$ cat config.mk
export PLATFORM = sky130hd
export DESIGN_NAME = setup_serializer
export DESIGN_NICKNAME = d
export VERILOG_FILES = /design/src/rtl/setup_serializer.sv
export SDC_FILE = /design/constraint.sdc
export NUM_CORES = 1
export LEC_CHECK = 0
export BUFFER_PORTS_ARGS = -buffer_cell sky130_fd_sc_hd__buf_2
export CAP_MARGIN = 20
export CELL_PAD_IN_SITES_DETAIL_PLACEMENT = 1
export CELL_PAD_IN_SITES_GLOBAL_PLACEMENT = 2
export CORE_MARGIN = 4
export CORE_UTILIZATION = 30
export CTS_BUF_LIST = sky130_fd_sc_hd__clkbuf_8
export CTS_CLUSTER_DIAMETER = 200
export DETAILED_ROUTE_END_ITERATION = 7
export MAX_ROUTING_LAYER = met4
export PLACE_DENSITY = 0.82
export SYNTH_ARGS = -nofsm -noshare
export SYNTH_HDL_FRONTEND = slang
export SYNTH_SLANG_ARGS = --single-unit
$ cat constraint.sdc
create_clock -name clk_in -period 1.4 [get_ports clk_in]
set_clock_uncertainty 0.1 [all_clocks]
set_input_delay 0.28 -clock clk_in [delete_from_list [all_inputs] [get_ports clk_in]]
set_output_delay 0.28 -clock clk_in [all_outputs]
set_load 0.1 [all_outputs]
$ cat src/rtl/setup_serializer.sv
// rtl/setup_serializer.sv - parallel-to-serial word transmitter with bit strobe, clock divider and inter-frame gap
module setup_serializer #(
    parameter int DATA_W     = 8,
    parameter int CLK_DIV    = 1,
    parameter int GAP_CYCLES = 0
) (
    input  logic              clk_in,
    input  logic              rst_in,
    input  logic [DATA_W-1:0] data_in,
    input  logic              valid_in,
    output logic              ready_out,
    output logic              serial_out,
    output logic              en_out,
    output logic              busy_out,
    output logic              done_out
);

    // Each counter only has to reach its terminal value (N-1), never N itself.
    localparam int BIT_W = (DATA_W > 1) ? $clog2(DATA_W) : 1;
    localparam int DIV_W = (CLK_DIV > 1) ? $clog2(CLK_DIV) : 1;
    localparam int GAP_W = (GAP_CYCLES > 1) ? $clog2(GAP_CYCLES) : 1;

    localparam logic [BIT_W-1:0] LAST_BIT = BIT_W'(DATA_W - 1);
    localparam logic [DIV_W-1:0] LAST_DIV = DIV_W'(CLK_DIV - 1);
    localparam logic [GAP_W-1:0] LAST_GAP = GAP_W'((GAP_CYCLES > 0) ? GAP_CYCLES - 1 : 0);

    typedef enum logic [1:0] {
        S_IDLE,
        S_SHIFT,
        S_GAP
    } state_t;

    state_t             r_state;
    state_t             w_next;
    logic [DATA_W-1:0]  r_shift;
    logic [BIT_W-1:0]   r_bit;
    logic [DIV_W-1:0]   r_div;
    logic [GAP_W-1:0]   r_gap;
    logic               r_done;

    logic w_accept;
    logic w_bit_end;
    logic w_frame_end;
    logic w_gap_end;

    assign w_accept    = valid_in && (r_state == S_IDLE);
    assign w_bit_end   = (r_state == S_SHIFT) && (r_div == LAST_DIV);
    assign w_frame_end = w_bit_end && (r_bit == LAST_BIT);
    assign w_gap_end   = (r_state == S_GAP) && (r_gap == LAST_GAP);

    // Next-state decode: IDLE -> SHIFT on accept, SHIFT -> GAP/IDLE after the last bit, GAP -> IDLE after the gap.
    always_comb begin
        w_next = r_state;
        case (r_state)
            S_IDLE: begin
                if (w_accept) begin
                    w_next = S_SHIFT;
                end
            end
            S_SHIFT: begin
                if (w_frame_end) begin
                    w_next = (GAP_CYCLES > 0) ? S_GAP : S_IDLE;
                end
            end
            S_GAP: begin
                if (w_gap_end) begin
                    w_next = S_IDLE;
                end
            end
            default: begin
                w_next = S_IDLE;
            end
        endcase
    end

    // State register; reset aborts any frame in progress.
    always_ff @(posedge clk_in) begin
        if (!rst_in) begin
            r_state <= S_IDLE;
        end else begin
            r_state <= w_next;
        end
    end

    // Shift register, bit/divider/gap counters and the completion pulse.
    always_ff @(posedge clk_in) begin
        if (!rst_in) begin
            r_shift <= '0;
            r_bit   <= '0;
            r_div   <= '0;
            r_gap   <= '0;
            r_done  <= 1'b0;
        end else begin
            // Completion is flagged only on a natural return to IDLE, never by reset.
            r_done <= (r_state != S_IDLE) && (w_next == S_IDLE);
            case (r_state)
                S_IDLE: begin
                    if (w_accept) begin
                        r_shift <= data_in;
                        r_bit   <= '0;
                        r_div   <= '0;
                        r_gap   <= '0;
                    end
                end
                S_SHIFT: begin
                    if (w_bit_end) begin
                        r_div   <= '0;
                        r_shift <= r_shift >> 1;
                        r_bit   <= w_frame_end ? '0 : r_bit + 1'b1;
                    end else begin
                        r_div <= r_div + 1'b1;
                    end
                end
                S_GAP: begin
                    r_gap <= w_gap_end ? '0 : r_gap + 1'b1;
                end
                default: begin
                    r_gap <= '0;
                end
            endcase
        end
    end

    // All outputs decode directly from registers, so none of them glitch on input changes.
    assign serial_out = (r_state == S_SHIFT) && r_shift[0];
    assign en_out     = w_bit_end;
    assign done_out   = r_done;
    assign ready_out  = (r_state == S_IDLE);
    assign busy_out   = (r_state != S_IDLE);

endmodule

==> results.yml, run 1 <==
clock_tree:
  clockBufferDepth: 2
  insertion_delay_ps: 250
  clkSinkCount: 16
  clk_pin_slew_worst_paths_ps: 60
  numCtsBuffers: 3
  cts_tree: "yes"
  root_buffer: "clkbuf_8"
  htree_levels: 1
synthesis:
  synth.most_common_cell: "dfxtp_1"
  async_flop_share: 0
  synth_flop_cell: "dfxtp_1"
  ys_warn_count: 0
  synth_area_um2: 757
  synth_cell_type_count: 30
  synth_common_cells: "16 x dfxtp_1, 9 x a21oi_1, 7 x nor2_1, 7 x o221a_1, 6 x nand2_1"
  synth_seq_cells: 16
  synth_top_area_frac: 0.423
  ys_seq_area_frac: 0.423
  netlist_top_cells_area: "dfxtp_1 42%, o221a_1 10%, a21oi_1 6.0%, mux2i_1 4.0%, nor3b_1 4.0%"
  synth-edff-count: 0
  avgSynthCellArea_um2: 9.58
  synth_largest_area_cell: "dfxtp_1"
  synth_fp_nets: 92
  synth_cells: 79
placement:
  place_congestion: 0.735
  pre_cts_slack_ps: 9.71
  dp_hpwl_um: 1470
  dp_cells: 123
  portBuffers: 15
worst_setup_path:
  crit_path_start_kind: "flip-flop"
  worstReg2RegStart: "r_state[0]$_SDFF_PN0_"
  r2r-end: "r_shift[3]$_SDFFE_PN0P_"
  worstPathRequired_ps: 1020
  end_kind: "output port"
  crit_type: "reg2out"
  rrSetupSlack_ps: 80
  ff2ff_path_depth: 5
  crit_path_max_fanout: 4
  cp.arrival_ps: 1140
route:
  vias: 665
  drt-pass1-iter-count: 4
  viasPerCell: 5.08
  routed_wl_um: 1930
  drc: 0
  dr.first_iter.drc_count: 7
  post_drt_wl_per_cell_um: 14.8
  drtAntennaViolNets: 0
cells_and_area:
  final_nets: 117
  area_growth_pct: 43.1
  final_util: 0.472
  diodes: 0
  final_cell_count_no_fill: 131
  drive_gt1_frac: 0.379
job:
  maxCapViolCount: 0
global_routing:
  grt_usage: 0.137
  grt_pass1_vias: 717
  overflow: 0
  grt_pass1_wl_um: 3440
  grt_max_degree: 13
  antenna_found_initial: 0
min_path:
  worstHoldPathCells: 2
  hold_start: "data_in[0]"
  min-delay-path-class: "in2reg"
  hold_end: "r_shift[0]$_SDFFE_PN0P_"
timing:
  hold-worst-slack_ps: 198
  tightestPinTransition_ps: 301
  hold_viol_final: 0
  period_needed_ps: 1520
  max_freq_ghz: 0.658
  slew_headroom: 0.798
  rsz0062_at_grt: "yes"
  maxSlewViolCount: 0
  fin_crit_sh: 1.09
  setup_ws_ps: -120
  finalSetupViolations: 4
die:
  die_area_um2: 3390
  fp-row-count: 17
  start_util: 0.330
  coreArea_um2: 2300
  die_w_um: 58.2
  ioPinCount: 16
  die_h_um: 58.2
power:
  leakagePower_nw: 0.463
  peakVddDrop_uv: 736
  p_total_mw: 1.16
  power_density_nw_per_um2: 1070
status:
  outcome: "complete, but fails checks"
  violations: "negative setup slack"
## metrics by stage
step | cell area (um^2) | TNS, ps
after floorplan | 786 | -2320
after global placement | 986 | 0
after detailed placement | 986 | 0
after CTS | 1070 | -454
after global routing | 1080 | -545
final | 1080 | -348
## worst max-delay path by stage
| stage | start | to | slack, ps | cells past startpoint |
|---|---|---|---|---|
| final | r_state[0]$_SDFF_PN0_ | en_out | -120 | 3 |
| after global placement | r_state[0]$_SDFF_PN0_ | en_out | 30 | 3 |
| after global routing | r_state[0]$_SDFF_PN0_ | en_out | -170 | 3 |
| after CTS | r_state[0]$_SDFF_PN0_ | en_out | -140 | 3 |
| after floorplan | r_state[1]$_SDFF_PN0_ | busy_out | -530 | 3 |
| after detailed placement | r_state[0]$_SDFF_PN0_ | en_out | 10 | 3 |
## final cells by class
type	count	area, um^2
inverter	3	11.3
sequential	16	325
tap	28	35.0
fill	260	1210
timing repair buffer	25	241
clock buffer	4	55.1
multi-input combinational	55	415
## repair_timing
action | in CTS | in global routing
gates resized for setup | 4 | 1
hold buffers | 0 | 0
pin swaps | 1 | 1
setup endpoints to repair | 4 | 4
endpoints found under the hold margin | 0 | 0
buffers inserted | 3 | 1
## logic make-up (layout without fill, tap and decap cells)
group,after synthesis,after routing,share of synthesized area
mux,3,3,0.0397
compound gates,21,21,0.220
simple gates,29,29,0.226
flops,16,16,0.423
buf+inv,8,32,0.0578
fa+ha+maj,2,2,0.0331
## power breakdown
| group | leakage [nW] | switching [mW] | internal (mW) |
|---|---|---|---|
| clock | 0.0288 | 0.163 | 0.250 |
| sequential | 0.132 | 0.0158 | 0.480 |
| combinational | 0.302 | 0.135 | 0.113 |
## registers in the layout (all words and copies together), names as in the netlist
register and flops:
r_shift 8, r_bit 3, r_state 2, done_out 1, r_div 1, r_gap 1
## worst max-delay path, stage by stage (launching register included)
cell	delay [ps]
dfxtp_4	370
nor2b_4	170
nor2b_4	170
buf_12	180
## routing by layer
metal,track usage,up-vias,wire length [um]
li1,-,332,-
met1,0.158,314,851
met2,0.227,15,978
met3,0.0401,4,77
met4,0.0397,0,26
met5,-,-,0
## cell usage in the layout (no fill, tap or decap), types with 2 or more instances in the layout
cell      count
nand2b_1      2
a21oi_1       9
buf_4         8
buf_12        6
nor2_1        7
nor3b_1       4
mux2i_1       3
nand2_1       5
o221a_1       7
buf_2        10
dfxtp_1      14
nor2b_4       2
ha_1          2
clkbuf_8      4
No activity file was read; power rests on OpenSTA's default activity.
==> run 2: changes to the inputs <==
clock period = 1.7 ns   (was 1.4 ns; I/O delays follow)
==> results.yml, run 2 (synthesized netlist as in run 1, its figures left out) <==
status:
  outcome: "finished, final reports clean"
cells_and_area:
  finalInstanceArea_um2: 993
  area_growth_pct: 31.2
  reg_top3: "r_shift: 8 flops, r_bit: 3 flops, r_state: 2 flops"
  diodes: 0
  largest_register: "r_shift"
  mostFrequentLayoutCells: "16 x dfxtp_1, 11 x buf_2, 9 x a21oi_1"
  largest_register_ffs: 8
  final_util: 0.432
  final_nets: 111
  drive_gt1_frac: 0.299
  final_common_cell: "dfxtp_1"
power:
  p_total_uw: 927
  p_sw_uw: 253
  seqPwrFrac: 0.438
  power_density_nw_per_um2: 934
  leakagePower_nw: 0.421
  p_int_uw: 674
  peakVddDrop_uv: 510
  p_sw_frac: 0.273
  pwr-share-clk: 0.372
  power_frac_comb: 0.191
placement:
  pre_cts_slack_ps: 241
  place_congestion: 0.672
  portBuffers: 15
  dp_hpwl_um: 1290
  place_area_um2: 933
global_routing:
  antenna_found_initial: 0
  grt_usage: 0.127
  grt_max_degree: 11
  overflow: 0
  grt_pass1_wl_um: 3060
  grt_pass1_vias: 656
die:
  fp-row-count: 17
  die_h_um: 58.2
  die_area_um2: 3390
  coreArea_um2: 2300
  start_util: 0.330
  ioPinCount: 16
  die_w_um: 58.2
timing:
  maxSlewViolCount: 0
  max_freq_ghz: 0.613
  setup_ws_ps: 68.8
  tightestPinTransition_ps: 486
  finalSetupViolations: 0
  rsz0062_at_grt: "no"
  fin_crit_sh: 0.960
  slew_headroom: 0.678
  hold_viol_final: 0
  period_needed_ps: 1630
clock_tree:
  clockBufferDepth: 2
  clkSinkCount: 16
  cts_resized: 1
  root_buffer: "clkbuf_8"
  insertion_delay_ps: 260
  cts_setup_buffers: 0
  numCtsBuffers: 3
  clk_pin_slew_worst_paths_ps: 70
  cts.hold.buffers_added: 0
  cts_tree: "yes"
  htree_levels: 1
worst_setup_path:
  worstReg2RegStart: "r_state[0]$_SDFF_PN0_"
  crit_path_max_fanout: 7
  crit_type: "reg2out"
  cp.arrival_ps: 1190
  crit_path_start_kind: "flip-flop"
  worstPathRequired_ps: 1260
  startpoint: "r_state[0]$_SDFF_PN0_"
  end_kind: "output port"
  r2r-end: "r_shift[4]$_SDFFE_PN0P_"
  ff2ff_path_depth: 4
  rrSetupSlack_ps: 320
route:
  routed_wl_um: 1760
  drc: 0
  post_drt_wl_per_cell_um: 14.1
  drtAntennaViolNets: 0
  vias: 638
  drt-pass1-iter-count: 2
  dr.first_iter.drc_count: 1
  viasPerCell: 5.10
min_path:
  hold_start: "data_in[2]"
  worstHoldPathCells: 2
  min-delay-path-class: "in2reg"
  hold_end: "r_shift[2]$_SDFFE_PN0P_"
job:
  maxCapViolCount: 0
-- run 2: worst max-delay path, stage by stage, from the launching register on --
cell and delay, ps:
dfxtp_1 330, nor2b_4 230, nor2b_4 200, buf_12 180
-- run 2: layout make-up --
cell class	instances	area, um^2
Fill cell	268	1300
Sequential cell	16	320
Timing Repair Buffer	19	165
Inverter	3	11.3
Clock buffer	4	55.1
Tap cell	28	35.0
Multi-Input combinational cell	55	407
-- run 2: power by group through the flow --
stage	Sequential, mW	Clock (mW)	Combinational, mW
finish	0.406	0.345	0.177
global route	0.408	0.379	0.191
CTS	0.406	0.362	0.180
detailed placement	0.414	0	0.178
global placement	0.413	0	0.175
floorplan	0.411	0	0.122
-- run 2: layer usage --
layer	part of all wire	wire, um	global-route usage	up-vias
met3	0.049	86	0.0468	6
met2	0.49	855	0.182	11
met4	0.023	40	0.0695	0
li1	-	-	-	320
met5	0	0	-	-
met1	0.44	775	0.152	301
-- run 2: worst max-delay path by stage --
stage / to / slack [ps] / depth (start not counted)
after global placement: en_out / 270 / 3
after CTS: en_out / 50 / 3
after detailed placement: en_out / 240 / 3
after floorplan: busy_out / -310 / 3
after global routing: busy_out / 0.3 / 4
final: en_out / 70 / 3
-- run 2: per-stage QoR --
step | setup TNS (ps) | hold slack [ps] | cells
floorplan | -513 | 338 | 79
global placement | 0 | 350 | 121
detailed placement | 0 | 360 | 121
CTS | 0 | 247 | 125
global route | 0 | 250 | 125
finish | 0 | 253 | 125
==> run 3: changes to the inputs <==
clock period = 1.8 ns   (was 1.7 ns; I/O delays follow)
==> results.yml, run 3 (synthesized netlist as in run 1, its figures left out) <==
status:
  outcome: "finished, final reports clean"
power:
  peakVddDrop_uv: 654
  leakagePower_nw: 0.403
  power_density_nw_per_um2: 848
cells_and_area:
  largest_register: "r_shift"
  reg_top3: "r_shift: 8 flops, r_bit: 3 flops, r_state: 2 flops"
  mostFrequentLayoutCells: "15 x dfxtp_1, 12 x buf_2, 9 x a21oi_1"
  drive_gt1_frac: 0.295
  largest_register_ffs: 8
  final_nets: 110
  diodes: 0
  final_common_cell: "dfxtp_1"
  final_cell_count_no_fill: 123
  area_growth_pct: 26.6
placement:
  place_congestion: 0.730
  dp_cells: 120
  pre_cts_slack_ps: 211
  dp_hpwl_um: 1260
  portBuffers: 15
timing:
  rsz0062_at_grt: "no"
  max_freq_ghz: 0.578
  tightestPinTransition_ps: 492
  fin_crit_sh: 0.961
  finalSetupViolations: 0
  hold_viol_final: 0
  period_needed_ps: 1730
  setup_ws_ps: 70.4
  slew_headroom: 0.674
  maxSlewViolCount: 0
die:
  die_area_um2: 3390
  fp-row-count: 17
  ioPinCount: 16
  start_util: 0.330
  die_w_um: 58.2
  die_h_um: 58.2
  coreArea_um2: 2300
clock_tree:
  clockBufferDepth: 2
  numCtsBuffers: 3
  clk_pin_slew_worst_paths_ps: 60
  htree_levels: 1
  root_buffer: "clkbuf_8"
  insertion_delay_ps: 250
  clkSinkCount: 16
  cts_tree: "yes"
route:
  drt-pass1-iter-count: 4
  viasPerCell: 5.12
  dr.first_iter.drc_count: 7
  post_drt_wl_per_cell_um: 13.4
  drc: 0
  drtAntennaViolNets: 0
  routed_wl_um: 1650
  vias: 630
global_routing:
  grt_usage: 0.110
  antenna_found_initial: 0
  grt_max_degree: 11
  grt_pass1_vias: 626
  grt_pass1_wl_um: 2730
  overflow: 0
job:
  maxCapViolCount: 0
worst_setup_path:
  worstPathRequired_ps: 1340
  end_kind: "output port"
  cp.arrival_ps: 1270
  crit_path_start_kind: "flip-flop"
  crit_path_max_fanout: 9
  crit_type: "reg2out"
min_path:
  min-delay-path-class: "in2reg"
[run 3: cell count changes in the layout (fill, tap and decap cells not counted), sizes merged]
cell / previous run / this run
buf: 19 / 18
clkbuf: 4 / 3
[run 3: critical path, stage by stage, from the launching register on]
cell	delay, ps
dfxtp_1	310
buf_4	170
nor2_4	110
buf_2	440
[run 3: final timing paths]
kind | slack, ps | endpoint | depth (start not counted) | startpoint
worst max-delay path | 70 | ready_out | 3 | r_state[0]$_SDFF_PN0_
worst min-delay path | 280 | r_shift[6]$_SDFFE_PN0P_ | 2 | data_in[6]
worst max register to register | 430 | r_shift[4]$_SDFFE_PN0P_ | 3 | r_div$_SDFFE_PN0P_
worst min register to register | 360 | r_state[1]$_SDFF_PN0_ | 2 | r_gap$_SDFFE_PN0P_
[run 3: final cells by class]
| class | instances | area, um^2 |
|---|---|---|
| multi-input cells | 55 | 407 |
| inverters | 3 | 11.3 |
| flip-flops and latches | 16 | 322 |
| well taps | 28 | 35.0 |
| clock buffers | 3 | 41.3 |
| fillers | 275 | 1340 |
| repair buffers | 18 | 143 |
[run 3: metrics by stage]
step	util	total power, mW	instance area [um^2]	TNS [ps]	hold WS, ps
final	0.417	0.812	958	0	280
after global routing	0.417	0.847	958	0	281
after CTS	0.417	0.821	958	0	276
after detailed placement	0.397	0.552	911	0	365
after global placement	0.397	0.549	911	0	346
after floorplan	-	0.503	766	-226	338
[run 3: where the power goes]
group	total (mW)	switching, mW	internal, mW
Sequential	0.384	0.0105	0.373
Combinational	0.160	0.0956	0.0643
Clock	0.269	0.120	0.148
[run 3: repair_timing]
action,4_1_cts,5_1_grt
gates resized for setup,2,0
hold buffers,0,0
setup buffers,0,0
endpoints found under the setup margin,2,0
[run 3: layer usage]
layer,up-vias,track usage,part of all wire
met5,-,-,0
met4,0,0.0199,0.0067
li1,316,-,-
met3,2,0.0490,0.063
met1,299,0.130,0.47
met2,13,0.173,0.45
